[config.mk]
export PLATFORM = sky130hd
export DESIGN_NAME = imm_unit
export DESIGN_NICKNAME = d
export VERILOG_FILES = /design/src/rtl/rv_pkg.sv /design/src/rtl/imm_decode.sv /design/src/rtl/imm_unit.sv
export SDC_FILE = /design/constraint.sdc
export NUM_CORES = 1
export LEC_CHECK = 0
export CORE_MARGIN = 5
export CORE_UTILIZATION = 40
export CTS_BUF_LIST = sky130_fd_sc_hd__clkbuf_4 sky130_fd_sc_hd__clkbuf_8
export DETAILED_ROUTE_END_ITERATION = 7
export GPL_TIMING_DRIVEN = 0
export PLACE_DENSITY = 0.76
export SLEW_MARGIN = 15
export SYNTH_ARGS = -nofsm -noshare
export SYNTH_HDL_FRONTEND = slang
export SYNTH_SLANG_ARGS = --single-unit
[constraint.sdc]
create_clock -name clk -period 3.3 [get_ports clk]
set_input_delay 0.66 -clock clk [delete_from_list [all_inputs] [get_ports clk]]
set_output_delay 0.66 -clock clk [all_outputs]
set_load 0.02 [all_outputs]
[src/rtl/rv_pkg.sv]
// Shared RV decode types: immediate format select
// and skid-buffer FSM state encodings.
package rv_pkg;

  typedef enum logic [2:0] {
    IMM_I   = 3'b000,
    IMM_S   = 3'b001,
    IMM_B   = 3'b010,
    IMM_U   = 3'b011,
    IMM_J   = 3'b100,
    IMM_Z   = 3'b101,
    IMM_SH  = 3'b110,
    IMM_RSV = 3'b111
  } imm_op_e;

  typedef enum logic [1:0] {
    ST_EMPTY = 2'b00,
    ST_ONE   = 2'b01,
    ST_TWO   = 2'b10
  } buf_state_e;

endpackage

[src/rtl/imm_decode.sv]
// Combinational RV immediate decoder.
// Ports: instruction/imm_op in; imm, illegal out.
module imm_decode
  import rv_pkg::*;
#(
  parameter int XLEN = 32
) (
  input  logic [31:0]     instruction,
  input  imm_op_e         imm_op,
  output logic [XLEN-1:0] imm,
  output logic            illegal
);

  logic [31:0] w_i;
  logic [31:0] w_s;
  logic [31:0] w_b;
  logic [31:0] w_u;
  logic [31:0] w_j;
  logic [5:0]  w_sh;
  logic        w_unused;

  assign w_i = {{20{instruction[31]}},
                instruction[31:20]};
  assign w_s = {{20{instruction[31]}},
                instruction[31:25],
                instruction[11:7]};
  assign w_b = {{20{instruction[31]}},
                instruction[7],
                instruction[30:25],
                instruction[11:8],
                1'b0};
  assign w_u = {instruction[31:12], 12'b0};
  assign w_j = {{12{instruction[31]}},
                instruction[19:12],
                instruction[20],
                instruction[30:21],
                1'b0};

  // RV64 shamt is one bit wider.
  assign w_sh = (XLEN == 64) ?
                instruction[25:20] :
                {1'b0, instruction[24:20]};

  assign w_unused = ^instruction[6:0];

  always_comb begin
    imm     = '0;
    illegal = 1'b0;
    unique case (imm_op)
      IMM_I:   imm = XLEN'($signed(w_i));
      IMM_S:   imm = XLEN'($signed(w_s));
      IMM_B:   imm = XLEN'($signed(w_b));
      IMM_U:   imm = XLEN'($signed(w_u));
      IMM_J:   imm = XLEN'($signed(w_j));
      IMM_Z:   imm = XLEN'(instruction[19:15]);
      IMM_SH:  imm = XLEN'(w_sh);
      default: illegal = 1'b1;
    endcase
  end

endmodule

[src/rtl/imm_unit.sv]
// Immediate unit: decode + 2-entry skid buffer
// + saturating illegal-format counter.
module imm_unit
  import rv_pkg::*;
#(
  parameter int XLEN  = 32,
  parameter int TAG_W = 5,
  parameter int CNT_W = 16
) (
  input  logic             clk,
  input  logic             rst,
  input  logic             in_valid,
  output logic             in_ready,
  input  logic [31:0]      instruction,
  input  logic [2:0]       imm_op,
  input  logic [TAG_W-1:0] in_tag,
  output logic             out_valid,
  input  logic             out_ready,
  output logic [XLEN-1:0]  imm,
  output logic [TAG_W-1:0] out_tag,
  output logic             out_illegal,
  output logic [CNT_W-1:0] illegal_cnt
);

  buf_state_e       r_state;
  logic [XLEN-1:0]  r_hd_imm;
  logic [TAG_W-1:0] r_hd_tag;
  logic             r_hd_ill;
  logic [XLEN-1:0]  r_tl_imm;
  logic [TAG_W-1:0] r_tl_tag;
  logic             r_tl_ill;
  logic [CNT_W-1:0] r_cnt;

  logic [XLEN-1:0]  w_imm;
  logic             w_ill;
  logic             w_acc;
  logic             w_drn;

  imm_decode #(.XLEN(XLEN)) u_dec (
    .instruction (instruction),
    .imm_op      (imm_op_e'(imm_op)),
    .imm         (w_imm),
    .illegal     (w_ill)
  );

  assign in_ready    = (r_state != ST_TWO);
  assign out_valid   = (r_state != ST_EMPTY);
  assign w_acc       = in_valid && in_ready;
  assign w_drn       = out_valid && out_ready;
  assign imm         = r_hd_imm;
  assign out_tag     = r_hd_tag;
  assign out_illegal = r_hd_ill;
  assign illegal_cnt = r_cnt;

  always_ff @(posedge clk) begin
    if (rst) begin
      r_state  <= ST_EMPTY;
      r_hd_imm <= '0;
      r_hd_tag <= '0;
      r_hd_ill <= 1'b0;
      r_tl_imm <= '0;
      r_tl_tag <= '0;
      r_tl_ill <= 1'b0;
      r_cnt    <= '0;
    end else begin
      if (w_acc && w_ill && (r_cnt != '1))
        r_cnt <= r_cnt + CNT_W'(1);
      unique case (r_state)
        ST_EMPTY: begin
          if (w_acc) begin
            r_hd_imm <= w_imm;
            r_hd_tag <= in_tag;
            r_hd_ill <= w_ill;
            r_state  <= ST_ONE;
          end
        end
        ST_ONE: begin
          if (w_acc && w_drn) begin
            r_hd_imm <= w_imm;
            r_hd_tag <= in_tag;
            r_hd_ill <= w_ill;
          end else if (w_acc) begin
            r_tl_imm <= w_imm;
            r_tl_tag <= in_tag;
            r_tl_ill <= w_ill;
            r_state  <= ST_TWO;
          end else if (w_drn) begin
            r_state  <= ST_EMPTY;
          end
        end
        ST_TWO: begin
          // Full: in_ready is low, only drain.
          if (w_drn) begin
            r_hd_imm <= r_tl_imm;
            r_hd_tag <= r_tl_tag;
            r_hd_ill <= r_tl_ill;
            r_state  <= ST_ONE;
          end
        end
        default: r_state <= ST_EMPTY;
      endcase
    end
  end

endmodule

==> results of run 1 <==
## routing by layer
metal  up-vias  global-route usage, %  wire (um)
met4         0                   6.26        226
met1      2119                   25.6       5770
met3        19                   3.63        785
met5         -                      0          0
li1       2149                      -          -
met2       144                   31.8       6120
## report_power, final
part | total, mW | internal, mW | leakage (nW) | switching [mW]
Sequential | 1.22 | 1.19 | 0.766 | 0.0305
Clock | 0.790 | 0.380 | 0.0990 | 0.410
Combinational | 0.422 | 0.183 | 1.11 | 0.239
Total | 2.43 | 1.75 | 1.97 | 0.680
## cell type report
type / instances / area [um2] / area share, %
timing repair buffer: 90 / 901 / 15.8
inverter: 15 / 61.3 / 1.08
clock buffer: 11 / 145 / 2.55
tap: 140 / 175 / 3.07
clock inverter: 5 / 58.8 / 1.03
multi-input combinational: 388 / 2280 / 40.0
buffer: 44 / 195 / 3.42
sequential: 94 / 1880 / 33.0
## worst min-delay path, stage by stage (launching register included)
cell and delay, ns:
sky130_fd_sc_hd__dfxtp_1 0.32, sky130_fd_sc_hd__nand2_1 0.05, sky130_fd_sc_hd__a21oi_1 0.05
## registers in the layout (all words and copies together), names as in the netlist
name and count:
out_tag 5, r_state 2, out_illegal 1, r_tl_imm 32, r_tl_tag 5, r_tl_ill 1, imm 32, illegal_cnt 16
## cells in the mapped netlist (2+ instances only)
cell type	instances
sky130_fd_sc_hd__a211oi_1	11
sky130_fd_sc_hd__a21boi_0	4
sky130_fd_sc_hd__a21o_1	2
sky130_fd_sc_hd__a21oi_1	47
sky130_fd_sc_hd__a221oi_1	6
sky130_fd_sc_hd__a311oi_1	7
sky130_fd_sc_hd__a32o_1	11
sky130_fd_sc_hd__and3_1	2
sky130_fd_sc_hd__buf_2	9
sky130_fd_sc_hd__buf_4	3
sky130_fd_sc_hd__clkbuf_1	30
sky130_fd_sc_hd__dfxtp_1	94
sky130_fd_sc_hd__inv_1	13
sky130_fd_sc_hd__mux2_2	6
sky130_fd_sc_hd__mux2i_1	2
sky130_fd_sc_hd__nand2_1	56
sky130_fd_sc_hd__nand2b_1	32
sky130_fd_sc_hd__nand3_1	25
sky130_fd_sc_hd__nand3b_1	7
sky130_fd_sc_hd__nand4_1	3
sky130_fd_sc_hd__nor2_1	44
sky130_fd_sc_hd__nor2b_1	7
sky130_fd_sc_hd__nor3_1	24
sky130_fd_sc_hd__nor4_1	7
sky130_fd_sc_hd__o21a_1	2
sky130_fd_sc_hd__o21ai_0	28
sky130_fd_sc_hd__o21ai_1	2
sky130_fd_sc_hd__o311ai_0	4
sky130_fd_sc_hd__o31ai_1	16
sky130_fd_sc_hd__o32ai_1	4
sky130_fd_sc_hd__or2_2	2
sky130_fd_sc_hd__or3_1	2
sky130_fd_sc_hd__or4_1	6
## kinds of logic (layout without fill, tap and decap cells)
family | after synthesis | in the layout
AOI/OAI and AO/OA | 149 | 149
xor gates and xnor gates | 1 | 1
adders and majority gates | 2 | 2
buffers and inverters | 59 | 165
DFF | 94 | 94
muxes | 8 | 8
and+or+nand+nor | 228 | 228
## worst min path at each step
stage / cells after the start / endpoint / slack [ns]
6_report: 2 / r_tl_tag[1] / 0.46
5_1_grt: 2 / imm[17] / 0.49
4_1_cts: 2 / r_tl_ill / 0.46
2_1_floorplan: 2 / r_tl_imm[10] / 0.43
3_5_place_dp: 2 / r_tl_ill / 0.45
3_3_place_gp: 2 / r_tl_imm[10] / 0.44
==> summary.txt, run 1 <==
Critical path
  – Worst flop-to-flop path startpoint: r_state[0]
  – Cell mode on critical path: sky130_fd_sc_hd__buf_2
  – Number of cells on the worst reg-to-reg path: 5
  – Levels on crit path: 6
  – CP endpoint: in_ready
  – Maximum fanout count along the critical path: 10
  – CP required: 2.64 ns
  – Worst path buffer plus inverter count: 5
  – Delay of the slowest cell on the worst path: 0.64 ns
  – Cell type group with the largest total delay on the critical path: buffers and inverters
  – Critical-path top delay cell: sky130_fd_sc_hd__clkdlybuf4s50_1
  – CP Capture Type: output port
  – Internal reg-to-reg setup slack: 1.21 ns
  – Critical Path, Cell by Cell: nor2b_4, buf_6, inv_6, buf_2, buf_2, clkdlybuf4s50_1
  – Critical path class: reg -> out
  – Critical R2R Capture: imm[1]
  – CP arrival: 2.21 ns
  – CP startpoint kind: register
  – Worst setup path start: r_state[0]

Timing
  – Final setup violation count: 0
  – Fin crit period: between 2 and 3 ns
  – Worst-case hold slack: 0.460 ns
  – Final-report hold violation count: 0
  – Setup TNS: 0 ns
  – Tightest Pin Transition: 0.654 ns
  – Max Clk Rate: 348 MHz
  – Unrepaired setup endpoints after global routing: no
  – Period Utilization, post-route: 87.0%
  – Worst setup skew after layout: 0.00613 ns
  – Least setup slack across all paths after layout: 0.429 ns
  – Rel. slew slack: 56.1%
  – Count of final max-slew check failures: 0

Synth
  – Async SR Flop Fraction: 0%
  – Synth Cell Area: 0.00442 mm2
  – Post-synthesis mux area share: between 1.5 and 2%
  – Area contributors post-synth: sky130_fd_sc_hd__dfxtp_1 (43%), sky130_fd_sc_hd__a21oi_1 (5.3%), sky130_fd_sc_hd__nand2_1 (4.8%)
  – Sequential-to-total area share from yosys stat: 42.6%
  – Library cell with the largest summed area after synthesis: sky130_fd_sc_hd__dfxtp_1
  – Largest family of logic cells by synthesized area: simple AND/OR/NAND/NOR gates
  – Mean instance size in the synthesized netlist: 8.17 um2
  – EDFF count, synth: 0
  – Synthesized-area fraction occupied by and/or/nand/nor cells: between 20% and 30%
  – Share of the synthesized area in the top cell type: 42.6%
  – Ys Warns: 0
  – Dominant register cell in the synthesized netlist: sky130_fd_sc_hd__dfxtp_1
  – Flop and latch count out of synthesis: 94
  – Mapped Cells: 541
  – Total nets after synthesis: 586
  – Post-synthesis compound-gate area fraction: 22.3%
  – Arithmetic-cell share of the synthesized area counting full adders, half adders and majority gates: less than 1%
  – Fraction of synthesized cell area in xor and xnor cells: less than 1%
  – Post-synth cell types: between 50 and 60

Global route
  – Total gr overflow: 0
  – Aggregate global-route resource usage: 19.3%
  – Number of global-route vias before repair: 4110
  – Maximum number of pins on one net before global-route repair: 16
  – Number of antenna violations at the first check in global routing: 0
  – Global-route wire length before repair: 20600 um

Placement
  – Detailed-placement wirelength estimate: 9630 um
  – Routability cong.: 0.867
  – Total cell area at the placement stage: 0.00550 mm2
  – Worst Setup Slack post-DPL: between 0.4 and 0.5 ns
  – Cell count after placement: around 770
  – Count of buffers inserted at the top-level ports: 90

Clock tree
  – CTS hold repair buffers: 0
  – Number of buffers created by CTS: 9
  – CTS resizes: 0
  – CTS tree: done
  – Maximum buffer depth of the clock tree: 2
  – Worst-skew pair later-pin latency: 0.35 ns
  – Post-CTS Setup Inserts: 0
  – TritonCTS Sinks: 94
  – H-tree Lvls: 3
  – Clk Tree Root Cell: sky130_fd_sc_hd__clkbuf_8
  – Clock Pin Slew Worst Setup and Hold Paths: 0.09 ns

Die
  – Die Footprint: 0.0133 mm2
  – Core Area: 0.0108 mm2
  – Number of placed I/O pins: 100
  – Die outline width: roughly 120 um
  – Placement Rows: 38
  – Die boundary height: 115 um
  – Starting density of the core: 40.8%

Power
  – Total Power Consumption: ~2.4 mW
  – Peak ir drop on the vdd network: 196 uV
  – Total power divided by cell area: 426 mW/mm2
  – Lkg Pwr: 1.97 nW

Detailed routing
  – Wire per inst: 16.4 um
  – Final WL: 12900 um
  – Vias: 4431
  – DRT Pass-1 Iters: 5
  – Residual antenna-violating net count after detailed routing: 0
  – Mean number of vias per cell: 5.63
  – Number of design rule violations left after detail routing: 0
  – DR iter-0 viols: 339

Final layout
  – Number of nets at the end of the flow: 687
  – Layout cells sized above 1: between 6 and 7%
  – Commonest non-fill, non-tap cell in the layout: sky130_fd_sc_hd__dfxtp_1
  – Cell area after layout: 0.00570 mm2
  – Antenna Cells: 0
  – Fillers: 1059
  – Growth of design area from synthesis to finish: 29.0%
  – Final standard cell utilization of the core: 52.6%
  – Highest-count cells in the layout ignoring fill and taps: sky130_fd_sc_hd__dfxtp_1 (94), sky130_fd_sc_hd__clkdlybuf4s50_1 (90), sky130_fd_sc_hd__nand2_1 (56), sky130_fd_sc_hd__a21oi_1 (47), sky130_fd_sc_hd__nor2_1 (44)
  – Finished Layout Cells: 787

Run
  – Total of max-cap violations: 0

Worst hold path
  – Launch instance of the worst min-delay path: r_tl_tag[1]
  – Class of the tightest hold or removal check: reg -> reg

Run status
  – Status: finished clean
(Power assumes the default switching activity.)
==> run 2: changes to the inputs <==
GPL_ROUTABILITY_DRIVEN = 0   (was default)
clock period = 3.35 ns   (was 3.3 ns; I/O delays follow)
==> summary.txt, run 2 (same netlist as run 1, synthesis figures left out) <==
Final layout
  – Growth of design area from synthesis to finish: 28.3%
  – Commonest non-fill, non-tap cell in the layout: sky130_fd_sc_hd__dfxtp_1
  – Cell area after layout: 0.00567 mm2 (-0.50%)
  – Layout cells sized above 1: 6.65% (unchanged)
  – Antenna Cells: 0 (unchanged)
  – Number of nets at the end of the flow: 687 (unchanged)
  – Highest-count cells in the layout ignoring fill and taps: sky130_fd_sc_hd__dfxtp_1 (94), sky130_fd_sc_hd__clkdlybuf4s50_1 (90), sky130_fd_sc_hd__nand2_1 (56), sky130_fd_sc_hd__a21oi_1 (47), sky130_fd_sc_hd__nor2_1 (44)

Power
  – Share of power burned in the clock network: 30.0% (-2.5 points)
  – Total power divided by cell area: 407 mW/mm2 (-4.5%)
  – Lkg Pwr: 1.97 nW (-0.30%)
  – Combinational fraction of design power: 18.0% (+0.6 points)
  – Net switching power of the design: 0.655 mW (-3.6%)
  – Cell-internal power: 1.65 mW (-5.6%)
  – Peak ir drop on the vdd network: 173 uV (-12%)
  – Reg power frac: 52.0% (+1.9 points)
  – Net Sw Frac: 28.4% (+0.42 points)

Detailed routing
  – DR iter-0 viols: 443 (+31%)
  – Wire per inst: 16.6 um (+1.2%)
  – Residual antenna-violating net count after detailed routing: 0 (unchanged)
  – Number of design rule violations left after detail routing: 0 (unchanged)
  – Vias: 4428 (-0.068%)
  – Mean number of vias per cell: 5.63 (about the same)
  – DRT Pass-1 Iters: 5 (unchanged)
  – Final WL: 13100 um (+1.2%)

Critical path
  – Internal reg-to-reg setup slack: 1.25 ns (+0.04 ns)
  – Critical R2R Capture: imm[2]
  – Critical Path, Cell by Cell: nor2b_4, buf_6, inv_6, buf_2, buf_2, clkdlybuf4s50_1
  – Delay of the slowest cell on the worst path: 0.65 ns (about the same)
  – Cell mode on critical path: sky130_fd_sc_hd__buf_2
  – CP required: 2.68 ns (+0.04 ns)
  – Cell type group with the largest total delay on the critical path: buffers and inverters
  – Worst flop-to-flop path startpoint: r_state[1]
  – Critical path class: reg -> out
  – CP startpoint kind: register
  – CP arrival: 2.24 ns (+0.03 ns)
  – Critical-path top delay cell: sky130_fd_sc_hd__clkdlybuf4s50_1
  – Number of cells on the worst reg-to-reg path: 5 (unchanged)
  – Worst setup path start: r_state[1]
  – Worst path buffer plus inverter count: 5 (unchanged)
  – CP Capture Type: output port
  – Maximum fanout count along the critical path: 10 (unchanged)

Die
  – Core Area: 0.0108 mm2 (unchanged)
  – Number of placed I/O pins: 100 (unchanged)
  – Die outline width: 115 um (unchanged)
  – Die Footprint: 0.0133 mm2 (unchanged)
  – Starting density of the core: 40.8% (unchanged)
  – Placement Rows: 38 (unchanged)
  – Die boundary height: 115 um (unchanged)

Placement
  – Count of buffers inserted at the top-level ports: 90 (unchanged)
  – Worst Setup Slack post-DPL: 0.526 ns (+0.0745 ns)
  – Total cell area at the placement stage: 0.00550 mm2 (unchanged)
  – Detailed-placement wirelength estimate: 9820 um (+2.0%)

Clock tree
  – CTS resizes: 0 (unchanged)
  – Clk Tree Root Cell: sky130_fd_sc_hd__clkbuf_8
  – Number of buffers created by CTS: 9 (unchanged)
  – TritonCTS Sinks: 94 (unchanged)
  – Post-CTS Setup Inserts: 0 (unchanged)
  – H-tree Lvls: 3 (unchanged)
  – CTS tree: done
  – Clock Pin Slew Worst Setup and Hold Paths: 0.09 ns (about the same)
  – CTS hold repair buffers: 0 (unchanged)
  – Worst-skew pair later-pin latency: 0.38 ns (+0.03 ns)
  – Maximum buffer depth of the clock tree: 2 (unchanged)

Global route
  – Total gr overflow: 0 (unchanged)
  – Number of global-route vias before repair: 4294 (+4.5%)
  – Global-route wire length before repair: 20900 um (+1.2%)
  – Number of antenna violations at the first check in global routing: 0 (unchanged)
  – Maximum number of pins on one net before global-route repair: 15 (-1)
  – Aggregate global-route resource usage: 19.7% (+0.39 points)

Timing
  – Setup TNS: 0 ns (unchanged)
  – Final setup violation count: 0 (unchanged)
  – Least setup slack across all paths after layout: 0.439 ns (+0.00989 ns)
  – Period Utilization, post-route: a little under 90%
  – Rel. slew slack: 55.7% (-0.42 points)
  – Unrepaired setup endpoints after global routing: no
  – Final-report hold violation count: 0 (unchanged)
  – Max Clk Rate: 343 MHz
  – Fin crit period: ~2.9 ns
  – Tightest Pin Transition: 0.660 ns (+0.00626 ns)
  – Worst setup skew after layout: 0.0104 ns (+0.00427 ns)
  – Count of final max-slew check failures: 0 (unchanged)

Worst hold path
  – Launch instance of the worst min-delay path: r_tl_tag[3]
  – Class of the tightest hold or removal check: reg -> reg
  – Hold Crit Depth: 2 (unchanged)
  – Worst hold endpoint: r_tl_tag[3]

Run
  – Total of max-cap violations: 0 (unchanged)

Run status
  – Status: finished clean
-- run 2: cell count changes in the layout (fill, tap and decap cells not counted) --
cell and delta:
sky130_fd_sc_hd__clkinv_4 -1, sky130_fd_sc_hd__clkbuf_4 +1, sky130_fd_sc_hd__bufinv_16 -1, sky130_fd_sc_hd__clkinvlp_4 -1
sky130_fd_sc_hd__clkinv_2 +2
-- run 2: final cells by class --
class	count	area [um2]
plain buffers	44	195
fillers	1041	5170
clock buffers	12	153
flip-flops and latches	94	1880
multi-input cells	388	2280
repair buffers	90	901
clock inverters	4	22.5
well taps	140	175
inverters	15	61.3
-- run 2: how the worst max path moves through the flow --
stage	end	slack [ns]	depth (start not counted)
2_1_floorplan	illegal_cnt[7]	1.30	6
6_report	in_ready	0.44	6
3_5_place_dp	imm[4]	0.53	6
5_1_grt	in_ready	0.35	6
4_1_cts	in_ready	0.43	6
3_3_place_gp	imm[1]	0.57	6
-- run 2: power by group through the flow --
stage               clock, mW  sequential [mW]  combinational (mW)
floorplan                   0             1.26               0.187
global placement            0             1.22               0.402
detailed placement          0             1.23               0.413
CTS                     0.706             1.20               0.415
global route            0.756             1.21               0.448
finish                  0.692             1.20               0.416
-- run 2: worst register-to-register path, cell delays in order, from the launching register on --
cell,delay (ns)
sky130_fd_sc_hd__dfxtp_1,0.38
sky130_fd_sc_hd__nand2b_1,0.21
sky130_fd_sc_hd__o21ai_1,0.48
sky130_fd_sc_hd__clkbuf_1,0.47
sky130_fd_sc_hd__o311ai_0,0.31
sky130_fd_sc_hd__a21oi_1,0.18
-- run 2: layer usage --
metal	global-route usage [%]	wire length [um]	vias up	share of wire [%]
met3	4.47	708	22	5.4
met1	24.3	5810	2126	44
met4	7.04	264	0	2.0
met5	0	0	-	0
li1	-	-	2148	-
met2	33.7	6280	132	48
-- run 2: through the flow --
stage	utilization, %	power (mW)	hold WS [ns]	std cells
after floorplan	-	1.45	0.432	541
after global placement	50.7	1.63	0.439	771
after detailed placement	50.7	1.64	0.448	771
after CTS	52.3	2.32	0.460	787
after global routing	52.3	2.41	0.486	787
final	52.3	2.31	0.459	787
